[src/rtl/regfile_wb_arbiter.sv]
// Purpose : arbitrates ALU and load writebacks onto one register-file write port, tracks pending
//           destinations in a scoreboard, and raises an issue stall on RAW/WAW hazards.
// Latency : 1 cycle from an accepted handshake to RegWrite/wr_rd/wr_data; ready is combinational.
// Backpressure: at most one requester is granted per cycle. The loser keeps valid high and retries.
//           Both readies are low during reset.
// Ports   : clk, rst (sync, active-high)
//           a_valid/a_ready/a_rd/a_data  - ALU writeback request
//           m_valid/m_ready/m_rd/m_data  - load / multicycle writeback request
//           RegWrite/wr_rd/wr_data       - register-file write port (registered)
//           iss_valid/iss_rd/rs1/rs2     - decode issue and source indices
//           stall                        - issue hazard
//           byp1_hit/byp2_hit/byp1_data/byp2_data - forwarding from the write port
// Config  : define RF_WB_BYPASS_EN to forward the write-port value to rs1/rs2. Without it, the
//           forwarding outputs are tied to 0 and a source still stalls in its write cycle.
module regfile_wb_arbiter #(
  parameter  int WIDTH = 32,
  parameter  int DEPTH = 32,
  localparam int AW    = $clog2(DEPTH)
) (
  input  logic             clk,
  input  logic             rst,
  input  logic             a_valid,
  output logic             a_ready,
  input  logic [AW-1:0]    a_rd,
  input  logic [WIDTH-1:0] a_data,
  input  logic             m_valid,
  output logic             m_ready,
  input  logic [AW-1:0]    m_rd,
  input  logic [WIDTH-1:0] m_data,
  output logic             RegWrite,
  output logic [AW-1:0]    wr_rd,
  output logic [WIDTH-1:0] wr_data,
  input  logic             iss_valid,
  input  logic [AW-1:0]    iss_rd,
  input  logic [AW-1:0]    rs1,
  input  logic [AW-1:0]    rs2,
  output logic             stall,
  output logic             byp1_hit,
  output logic             byp2_hit,
  output logic [WIDTH-1:0] byp1_data,
  output logic [WIDTH-1:0] byp2_data
);

  // Round-robin pointer: 0 means the ALU wins the next contested cycle.
  logic             ptr_q, ptr_d;
  logic             regwrite_q, regwrite_d;
  logic [AW-1:0]    wr_rd_q, wr_rd_d;
  logic [WIDTH-1:0] wr_data_q, wr_data_d;
  logic [DEPTH-1:0] pending_q, pending_d;

  logic             contest;
  logic             grant_a, grant_m;
  logic [DEPTH-1:0] clr_mask;
  logic [DEPTH-1:0] pend_eff;
  logic             issue_ok;

  // ---------------------------------------------------------------- arbitration
  always_comb begin
    contest = 1'b0;
    grant_a = 1'b0;
    grant_m = 1'b0;
    if (!rst) begin
      contest = a_valid && m_valid;
      if (contest) begin
        grant_a = !ptr_q;
        grant_m = ptr_q;
      end else begin
        grant_a = a_valid;
        grant_m = m_valid;
      end
    end
  end

  // The pointer moves only when both requested. An uncontested grant leaves the preference alone.
  always_comb begin
    ptr_d = ptr_q;
    if (contest) begin
      ptr_d = ~ptr_q;
    end
  end

  assign a_ready = grant_a;
  assign m_ready = grant_m;

  // ---------------------------------------------------------------- write port
  // An x0 write is still consumed and recorded, but it must never reach the register file.
  // When nothing is accepted, the destination and data hold their previous values.
  always_comb begin
    regwrite_d = 1'b0;
    wr_rd_d    = wr_rd_q;
    wr_data_d  = wr_data_q;
    if (grant_a) begin
      regwrite_d = (a_rd != '0);
      wr_rd_d    = a_rd;
      wr_data_d  = a_data;
    end else if (grant_m) begin
      regwrite_d = (m_rd != '0);
      wr_rd_d    = m_rd;
      wr_data_d  = m_data;
    end
  end

  assign RegWrite = regwrite_q;
  assign wr_rd    = wr_rd_q;
  assign wr_data  = wr_data_q;

  // ---------------------------------------------------------------- scoreboard
  always_comb begin
    clr_mask = '0;
    if (regwrite_q) begin
      clr_mask[wr_rd_q] = 1'b1;
    end
  end

  // With forwarding, a register being written this cycle is no longer a hazard. Its value is
  // available on the bypass outputs.
  always_comb begin
`ifdef RF_WB_BYPASS_EN
    pend_eff = pending_q & ~clr_mask;
`else
    pend_eff = pending_q;
`endif
    pend_eff[0] = 1'b0;
  end

  assign stall    = !rst && iss_valid && (pend_eff[rs1] || pend_eff[rs2] || pend_eff[iss_rd]);
  assign issue_ok = iss_valid && !stall && (iss_rd != '0);

  // Apply the clear first and the set second, so an issue to the register being written
  // leaves it pending.
  always_comb begin
    pending_d = pending_q & ~clr_mask;
    if (issue_ok) begin
      pending_d[iss_rd] = 1'b1;
    end
    pending_d[0] = 1'b0;
  end

  // ---------------------------------------------------------------- forwarding
`ifdef RF_WB_BYPASS_EN
  assign byp1_hit  = regwrite_q && (wr_rd_q == rs1);
  assign byp2_hit  = regwrite_q && (wr_rd_q == rs2);
  assign byp1_data = wr_data_q;
  assign byp2_data = wr_data_q;
`else
  assign byp1_hit  = 1'b0;
  assign byp2_hit  = 1'b0;
  assign byp1_data = '0;
  assign byp2_data = '0;
`endif

  // ---------------------------------------------------------------- state
  // Reset also drops a transfer that was accepted but not yet written.
  always_ff @(posedge clk) begin
    if (rst) begin
      ptr_q      <= 1'b0;
      regwrite_q <= 1'b0;
      wr_rd_q    <= '0;
      wr_data_q  <= '0;
      pending_q  <= '0;
    end else begin
      ptr_q      <= ptr_d;
      regwrite_q <= regwrite_d;
      wr_rd_q    <= wr_rd_d;
      wr_data_q  <= wr_data_d;
      pending_q  <= pending_d;
    end
  end

endmodule

[config.mk]
export PLATFORM = sky130hd
export DESIGN_NAME = regfile_wb_arbiter
export DESIGN_NICKNAME = d
export VERILOG_FILES = /design/src/rtl/regfile_wb_arbiter.sv
export SDC_FILE = /design/constraint.sdc
export NUM_CORES = 1
export LEC_CHECK = 0
export BUFFER_PORTS_ARGS = -buffer_cell sky130_fd_sc_hd__buf_2
export CORE_MARGIN = 5
export CORE_UTILIZATION = 49
export DETAILED_ROUTE_END_ITERATION = 10
export HOLD_SLACK_MARGIN = 0.06
export PLACE_DENSITY = 0.87
export SLEW_MARGIN = 20
export SYNTH_ARGS = -nofsm -noshare
export SYNTH_HDL_FRONTEND = slang
export SYNTH_SLANG_ARGS = --single-unit
[constraint.sdc]
create_clock -name clk -period 3.1 [get_ports clk]
set_input_delay 0.31 -clock clk [delete_from_list [all_inputs] [get_ports clk]]
set_output_delay 0.31 -clock clk [all_outputs]
set_load 0.1 [all_outputs]
======== Word level (Yosys, flattened, before mapping) ========
Cells that the tools add are included.
storage, ports and cells
  bits in registers ....................... 71
  input port bits ......................... 94
  output and inout port bits .............. 107
  logic and storage cells ................. 55
operators by class
  reductions and logical operators ........ 16
  bitwise operators ....................... 4
  $lt $le $gt $ge ......................... 6
  multiplexer cells ....................... 23
operator list
  operator              number
  $mux W32              4
  $and A32 B32 Y32      1
  $not A32 Y32          1
  $or A32 B32 Y32       1
  $lt A5 B6 Y1 const B  4
  $bmux W1 S5           3
  $reduce_bool A5 Y1    3
  $mux W1               12
  $demux W1 S5          2
  $ge A5 B1 Y1 const B  2
  $mux W5               2
  $logic_and A1 B1 Y1   7
  $logic_not A1 Y1      3
  $logic_or A1 B1 Y1    2
  $reduce_bool A2 Y1    1
  $not A1 Y1            1

======== Logic depth before layout (Yosys ltp) ========
Gate-level depths: netlist of the first run.
  word-level depth ........................ 9
  mapped depth ............................ 9
  mapped depth without buffers ............ 6

======== Worst setup path after synthesis of the first run ========
OpenSTA, ideal clock, no wires.
  path kind ............................... input to output
  start ................................... input port iss_rd[1]
  end ..................................... output port stall
  path buffers ............................ 2
  data required time ...................... 2.790 ns
  data arrival time ....................... 3.038 ns
  cell stages on the path ................. 7
  path slack .............................. -0.248 ns
  cells stage by stage .................... buf_6 -> buf_2 -> mux2i_1 -> or4b_2 -> nand4_1 -> nor4_1 -> a31oi_1
on the way
  cells in the longest elaborated chain, start to end .. 4
RTL lines
  element                        RTL line  text
  from (decl)                    34        input logic [AW-1:0] iss_rd,
  $bmux W1 S5                    126       assign stall = !rst && iss_valid && (pend_eff[rs1] || pend_eff[rs2] || pend_eff[iss_rd]);
  $mux W1 (not written as such)  126
  $logic_or A1 B1 Y1             126
  $logic_and A1 B1 Y1            126
  to (decl)                      37        output logic stall,
No other way between the ends. The select of a mux whose other input is x is not followed.

======== Worst setup path after layout of the first run ========
  start ................................... register pending_q[15]
  end ..................................... output port stall
on the way
  cells in the longest elaborated chain, start to end .. 5
  elaborated cells on any way between the ends .. 9
  those cells by class .................... mux: 6; reduce/logical: 3
RTL lines
  element                        RTL line  text
  from (decl)                    49        logic [DEPTH-1:0] pending_q, pending_d;
  from (signal assigned)         166       pending_q <= pending_d;
  $bmux W1 S5                    126
  $mux W1 (not written as such)  126
  $logic_or A1 B1 Y1             126
  $logic_or A1 B1 Y1 *           126
  $logic_and A1 B1 Y1 *          126
Mark *: on every way between the ends. The rest lies on a longest branch, timed or not. The select of a mux whose other input is x is not followed.

==> key figures, run 1 <==
Floorplan
  – Area enclosed by the die boundary: 0.01156 mm²
  – Area inside the core boundary: 0.009240 mm²
  – Horizontal die dimension: 107.5 µm
  – Number of cell rows: 35
  – Number of primary I/O pins: 201
  – Height of the die: 107.5 µm
  – Initial core utilization: 50.41%

Clock network
  – # resized after CTS: 0
  – Depth of the CTS H-tree: 3
  – Clk buf depth: 2
  – Insertion delay of the later-clocked pin in the worst-skew pair: 350 ps
  – Number of buffers inserted by post-CTS setup repair: 0
  – # clock sinks: 70
  – Clock tree from TritonCTS: yes
  – Clock Pin Slew Worst Setup and Hold Paths: 80 ps
  – Hold buffers post-CTS: 0
  – Number of CTS-inserted buffers: 9
  – CTS Root Buffer Type: clkbuf_8

Pwr
  – Leakage component of the power: 2.318 nW
  – Ratio of total power to cell area: 550.4 mW/mm²
  – Power Total: 2.956 mW
  – Peak supply drop: 0.4252 mV

Placed design
  – Worst slack at placement: 175.2 ps
  – Number of buffer cells added on primary ports: 134
  – Routability Congestion: 0.9812
  – Half-perimeter wire length of the detailed placement result: 11.04 mm

Route
  – Per-cell routed wire length: 17.70 µm
  – Number of nets still failing antenna checks after routing: 0
  – First-pass DRT Iterations: 5
  – Post-Route WL: 14.72 mm
  – Via count of the routed design: 4720
  – Detailed Route Iter0 Violations: 433
  – Average vias per placed instance: 5.673
  – Number of DRC violations after detailed routing: 0

Final layout
  – Diodes inserted: 0
  – Total Nets Final: 793
  – Share of layout cells above drive strength 1: 27.17%
  – Layout Area Growth over Synthesis: 15.31%

Yosys
  – EDFF count, synth: 0
  – Sequential area share after synthesis: 30.08%
  – Yosys warning count: 0
  – Number of register bits inferred by synthesis: 70
  – Post-synthesis cell type with the largest combined area: dfxtp_1
  – Number of unique standard cell types used by synthesis: 51
  – Commonest cells in the synthesized netlist: nand2_1 (111), dfxtp_1 (70), buf_4 (66)
  – Async set-or-reset flop fraction in the synthesized netlist: 0%
  – Top flip-flop cell by instance count after synthesis: dfxtp_1
  – Avg Synthesized Cell Area: 7.869 µm²
  – Post-Syn Instances: 592
  – Most frequent cell after synthesis: nand2_1
  – Mapped Area: 0.004658 mm²
  – Top cell type's share of synthesized area: 30.08%
  – Dominant cells by area after synthesis: dfxtp_1 (30%), buf_4 (11%), nand2_1 (8.9%), a311oi_1 (6.4%), o21ai_0 (5.3%)

Outcome
  – Status: completed

Critical path
  – WP data required: 2790 ps
  – Arrival time of the worst setup path: 2600 ps
  – Combined buffer and inverter count along the critical path: 1
  – Worst path cell trace: mux4_2, mux2_2, and3_1, nor4_1, a31oi_2, buf_2
  – Slowest stage cell, crit path: nor4_1
  – Largest stage delay, worst path: 510 ps
  – Worst setup EP type: output port
  – Startpoint type of the worst setup path: flop
  – Cell class contributing the biggest share of worst-path delay: multiplexers
  – Setup Crit Path Kind: flop to output port
  – Critical Path Fanout Max: 4

STA
  – Worst setup skew after layout: 9.443 ps
  – Hold violation total from the final report: 0
  – Fin crit period: 2913 ps
  – Maximum clock frequency: 343.3 MHz
  – Final worst setup slack: 187.2 ps
  – Count of pins over their slew limit: 0
  – Unrepaired setup endpoints after global routing: no
  – Final hold slack: 212.7 ps
  – Least-Margin Pin Slew: 757.2 ps
  – Max-slew headroom at the worst pin: 49.41%
  – Part of the cycle the worst path needs: 93.96%
  – Setup-violating endpoint count in the final report: 0
  – Setup_tns: 0 ps

GRT
  – Total congestion overflow: 0
  – Via count of the first global-routing pass: 4609
  – Largest net degree at the start of global routing: 71
  – Global-route total usage across every layer: 24.52%
  – Initial antenna violation count: 0
  – Wire length of the first global-routing pass: 22.59 mm

Run
  – # Max-Cap Violations: 0

Worst hold path
  – Hold Crit Class: input pin to flop
logic make-up after synthesis:
logic type / count (synthesis) / share of synthesized area [%]
AO/OA/AOI/OAI: 110 / 16.47
XOR/XNOR: 1 / 0.1881
buffers and inverters: 117 / 15.20
flip-flops: 70 / 30.08
multiplexers: 35 / 10.69
other: 1 / 0.08050
AND/OR/NAND/NOR: 258 / 27.29
state kept, by name, indices dropped and copies added, names as in the netlist:
signal / flops
RegWrite: 1
pending_q: 31
ptr_q: 1
wr_data: 32
wr_rd: 5
area by class of cell:
| type | count | area [µm²] |
|---|---|---|
| Fill cell | 842 | 3869 |
| Multi-Input combinational cell | 470 | 2808 |
| Sequential cell | 70 | 1401 |
| Timing Repair Buffer | 143 | 738.2 |
| Tap cell | 129 | 161.4 |
| Clock buffer | 10 | 137.6 |
| Clock inverter | 5 | 106.4 |
| Inverter | 5 | 18.77 |
through the flow:
| stage | cells | util [%] | cell area (µm²) |
|---|---|---|---|
| floorplan | 657 | - | 4908 |
| global route | 832 | 58.13 | 5371 |
| detailed placement | 817 | 55.49 | 5127 |
| finish | 832 | 58.13 | 5371 |
| CTS | 832 | 58.13 | 5371 |
| global placement | 817 | 55.49 | 5127 |
metal layers:
| metal | share of wire [%] | track usage (%) | up-vias | wire (µm) |
|---|---|---|---|---|
| met5 | 0 | 0 | - | 0 |
| met4 | 2.2 | 9.468 | 0 | 331 |
| met3 | 12 | 6.479 | 32 | 1716 |
| met2 | 49 | 42.45 | 301 | 7287 |
| met1 | 37 | 28.82 | 2214 | 5388 |
| li1 | - | - | 2173 | - |
path summary, 6_finish.rpt:
check,from,endpoint,slack [ps],cells after the start
setup / recovery,pending_q[15]$_SDFF_PP0_,stall,190,6
hold / removal,m_data[5],wr_data[5]$_SDFFE_PP0P_,210,3
setup reg to reg,pending_q[15]$_SDFF_PP0_,pending_q[5]$_SDFF_PP0_,380,7
hold reg to reg,wr_data[9]$_SDFFE_PP0P_,wr_data[9]$_SDFFE_PP0P_,480,2
worst register-to-register path: stages, from the launching register on:
cell,delay [ps]
dfxtp_1,360
mux4_2,480
mux2_2,270
and3_1,180
nor4_1,510
nand3_1,310
buf_4,320
o21ai_0,220
placed cells by master, fill, tap and decap left out, types with 13 or more instances in the layout:
| cell type | n |
|---|---|
| a311oi_1 | 34 |
| buf_2 | 134 |
| conb_1 | 66 |
| dfxtp_1 | 70 |
| mux2_2 | 13 |
| nand2_1 | 111 |
| nand3_1 | 15 |
| nand3b_1 | 19 |
| nor2_1 | 39 |
| nor2b_1 | 25 |
| o21ai_0 | 48 |
report_power, final:
part / switching [mW] / internal (mW)
combinational: 0.895 / 0.162
sequential: 0.0425 / 0.948
clock: 0.354 / 0.555
total: 1.29 / 1.67
(Power assumes the default switching activity.)
==> inputs of run 2 (changes only) <==
- CORE_UTILIZATION: 49 -> 44
- PLACE_DENSITY: 0.87 -> 0.83
- clock period: 3.1 -> 2.57 ns (I/O delays scaled with it)
==> run 2 against run 1 <==
Compared with the run above:
- non-clock buffer count grew 17
- global-route usage shrank 4.2 points
- clock skew is essentially flat
- largest cell class unchanged
- highest routed layer unchanged
- critical endpoint unchanged
==> key figures, run 2 (synthesized netlist as in run 1, its figures left out) <==
Clock network
  – Clock Pin Slew Worst Setup and Hold Paths: 70 ps (about the same)
  – Number of CTS-inserted buffers: 9 (unchanged)
  – Clock tree from TritonCTS: yes
  – Hold buffers post-CTS: 0 (unchanged)
  – Clk buf depth: 2 (unchanged)
  – CTS Root Buffer Type: clkbuf_8
  – Insertion delay of the later-clocked pin in the worst-skew pair: 340 ps (about the same)
  – Depth of the CTS H-tree: 3 (unchanged)
  – # clock sinks: 70 (unchanged)

Floorplan
  – Initial core utilization: 45.12% (-5.3 points)
  – Number of primary I/O pins: 201 (unchanged)
  – Height of the die: 112.9 µm (+5.0%)
  – Area inside the core boundary: 0.01032 mm² (+12%)
  – Number of cell rows: 37 (+5.7%)
  – Area enclosed by the die boundary: 0.01274 mm² (+10%)
  – Horizontal die dimension: 112.9 µm (+5.0%)

Pwr
  – Peak supply drop: 0.5024 mV (+18%)
  – Net switching power of the design: 1.522 mW (+18%)
  – Leakage component of the power: 2.373 nW (+2.4%)
  – Fraction of power consumed by combinational cells: 40.2% (+4.4 points)
  – Power Total: 3.220 mW (+8.9%)
  – Internal Dissipation: 1.698 mW (+2.0%)
  – Ratio of total power to cell area: 589.0 mW/mm² (+7.0%)
  – Sequential fraction of design power: 37.0% (+3.5 points)
  – Switching fraction of total power: 47.27% (+3.6 points)
  – Proportion of power drawn by the clock network: 22.9% (-7.8 points)

Route
  – Post-Route WL: 13.63 mm (-7.4%)
  – Number of nets still failing antenna checks after routing: 0 (unchanged)
  – Average vias per placed instance: 5.368 (-5.4%)
  – Number of DRC violations after detailed routing: 0 (unchanged)
  – Via count of the routed design: 4595 (-2.6%)
  – First-pass DRT Iterations: 4 (-1)
  – Detailed Route Iter0 Violations: 430 (-0.69%)
  – Per-cell routed wire length: 15.92 µm (-10%)

Outcome
  – Status: completed

Final layout
  – Area used by multi-input combinational logic: 0.002835 mm² (+0.98%)
  – Total Nets Final: 810 (+2.1%)
  – Layout Area Growth over Synthesis: 17.35%
  – Diodes inserted: 0 (unchanged)
  – Final-layout fill cell count: 1023 (+21%)
  – Final instance count without filler cells: 856 (+2.9%)
  – Number of flip-flops under the largest register name: 32 (unchanged)
  – Final instance area: 0.005466 mm² (+1.8%)
  – Most frequent standard cell in the layout excluding fill and tap cells: buf_2
  – Area taken by flip-flops and latches: 0.001406 mm² (+0.36%)
  – Commonest cells after routing, fill and taps aside: buf_2 (133), nand2_1 (111), dfxtp_1 (66), conb_1 (66), o21ai_0 (48)
  – Share of layout cells above drive strength 1: 29.72% (+2.6 points)

STA
  – Count of pins over their slew limit: 0 (unchanged)
  – Fin crit period: 2517 ps
  – Unrepaired setup endpoints after global routing: yes
  – Part of the cycle the worst path needs: 97.95%
  – Least-Margin Pin Slew: 640.1 ps (-117.1 ps)
  – Max-slew headroom at the worst pin: 57.32% (+7.9 points)
  – Setup_tns: 0 ps (unchanged)
  – Final worst setup slack: 52.71 ps (-134.5 ps)
  – Worst setup skew after layout: 9.593 ps (+0.1501 ps)
  – Hold violation total from the final report: 0 (unchanged)
  – Maximum clock frequency: 397.3 MHz
  – Setup-violating endpoint count in the final report: 0 (unchanged)

GRT
  – Global-route total usage across every layer: 20.29% (-4.2 points)
  – Largest net degree at the start of global routing: 47 (-34%)
  – Total congestion overflow: 0 (unchanged)
  – Initial antenna violation count: 0 (unchanged)
  – Wire length of the first global-routing pass: 21.24 mm (-6.0%)
  – Via count of the first global-routing pass: 4323 (-6.2%)

Critical path
  – Setup Crit Path Kind: flop to output port
  – Worst r2r path cells: 7 (unchanged)
  – Critical Path Fanout Max: 4 (unchanged)
  – Setup crit start: pending_q[19]$_SDFF_PP0_
  – Flop2flop setup slack: 290 ps (-90 ps)
  – R2R Path End: pending_q[17]$_SDFF_PP0_
  – Crit path to: stall
  – WP data required: 2310 ps (-480 ps)
  – Worst setup EP type: output port
  – Startpoint type of the worst setup path: flop
  – Arrival time of the worst setup path: 2260 ps (-340 ps)
  – Worst reg2reg startpoint: pending_q[19]$_SDFF_PP0_

Run
  – # Max-Cap Violations: 0 (unchanged)

Worst hold path
  – Hold Crit Class: input pin to flop

Placed design
  – Half-perimeter wire length of the detailed placement result: 10.39 mm (-5.9%)
  – Routability Congestion: 0.9424 (-4.0%)
  – Worst slack at placement: 39.15 ps (-136.0 ps)
  – Cell Area, Placed: 0.005273 mm² (+2.8%)
  – Number of buffer cells added on primary ports: 134 (unchanged)
  – Cell total after placement: 839 (+2.7%)
run 2: cell types whose count changed in the layout (fill, tap and decap cells not counted), moves of 2 or more:
cell | previous run | this run
buf_4 | 9 | 26
bufinv_16 | 3 | 0
clkinv_2 | 0 | 4
dfxtp_1 | 70 | 66
dfxtp_2 | 0 | 4
nor4_1 | 4 | 2
nor4_2 | 0 | 2
run 2: worst max-delay path, stage by stage, from the launching register on:
cell      delay, ps
dfxtp_2         350
mux2_2          260
and3_1          180
a2111o_1        390
a222oi_1        300
buf_4           190
a31oi_4          90
buf_12          180
run 2: stage by stage:
| step | util, % | hold WS, ps |
|---|---|---|
| floorplan | - | 392.8 |
| global placement | 51.07 | 467.9 |
| detailed placement | 51.07 | 469.3 |
| CTS | 52.82 | 141.1 |
| global route | 52.95 | 165.3 |
| finish | 52.95 | 165.0 |
run 2: what timing repair did:
item,4_1_cts,5_1_grt
cloned,0,0
resized for setup,4,4
endpoints found under the setup margin,1,1
buffers inserted,2,0
pin swaps,3,1
run 2: area by class of cell:
cell class | instances | share of cell area (%)
clock buffers | 10 | 2.335
clock inverters | 5 | 0.5035
inverters | 5 | 0.3433
multi-input cells | 470 | 51.87
flip-flops and latches | 70 | 25.73
well taps | 136 | 3.113
repair buffers | 160 | 16.11
run 2: metal layers:
| layer | vias up | share of wire [%] | GRT usage, % |
|---|---|---|---|
| li1 | 2223 | - | - |
| met1 | 2101 | 41 | 26.39 |
| met2 | 241 | 47 | 32.50 |
| met3 | 30 | 10 | 4.706 |
| met4 | 0 | 2.2 | 8.173 |
| met5 | - | 0 | 0 |
run 2: worst min-delay path by stage:
stage / end / cells past startpoint / startpoint
after floorplan: RegWrite$_SDFF_PP0_ / 2 / a_rd[0]
after global placement: wr_data[7]$_SDFFE_PP0P_ / 2 / wr_data[7]$_SDFFE_PP0P_
after detailed placement: wr_data[0]$_SDFFE_PP0P_ / 2 / wr_data[0]$_SDFFE_PP0P_
after CTS: RegWrite$_SDFF_PP0_ / 3 / a_rd[0]
after global routing: wr_data[1]$_SDFFE_PP0P_ / 3 / m_data[1]
final: RegWrite$_SDFF_PP0_ / 3 / a_rd[0]
run 2: power groups by stage:
| stage | registers (mW) | logic, mW | clock network (mW) |
|---|---|---|---|
| floorplan | 1.57 | 0.786 | 0 |
| global placement | 1.21 | 1.28 | 0 |
| detailed placement | 1.21 | 1.28 | 0 |
| CTS | 1.19 | 1.29 | 0.759 |
| global route | 1.20 | 1.35 | 0.790 |
| finish | 1.19 | 1.29 | 0.736 |
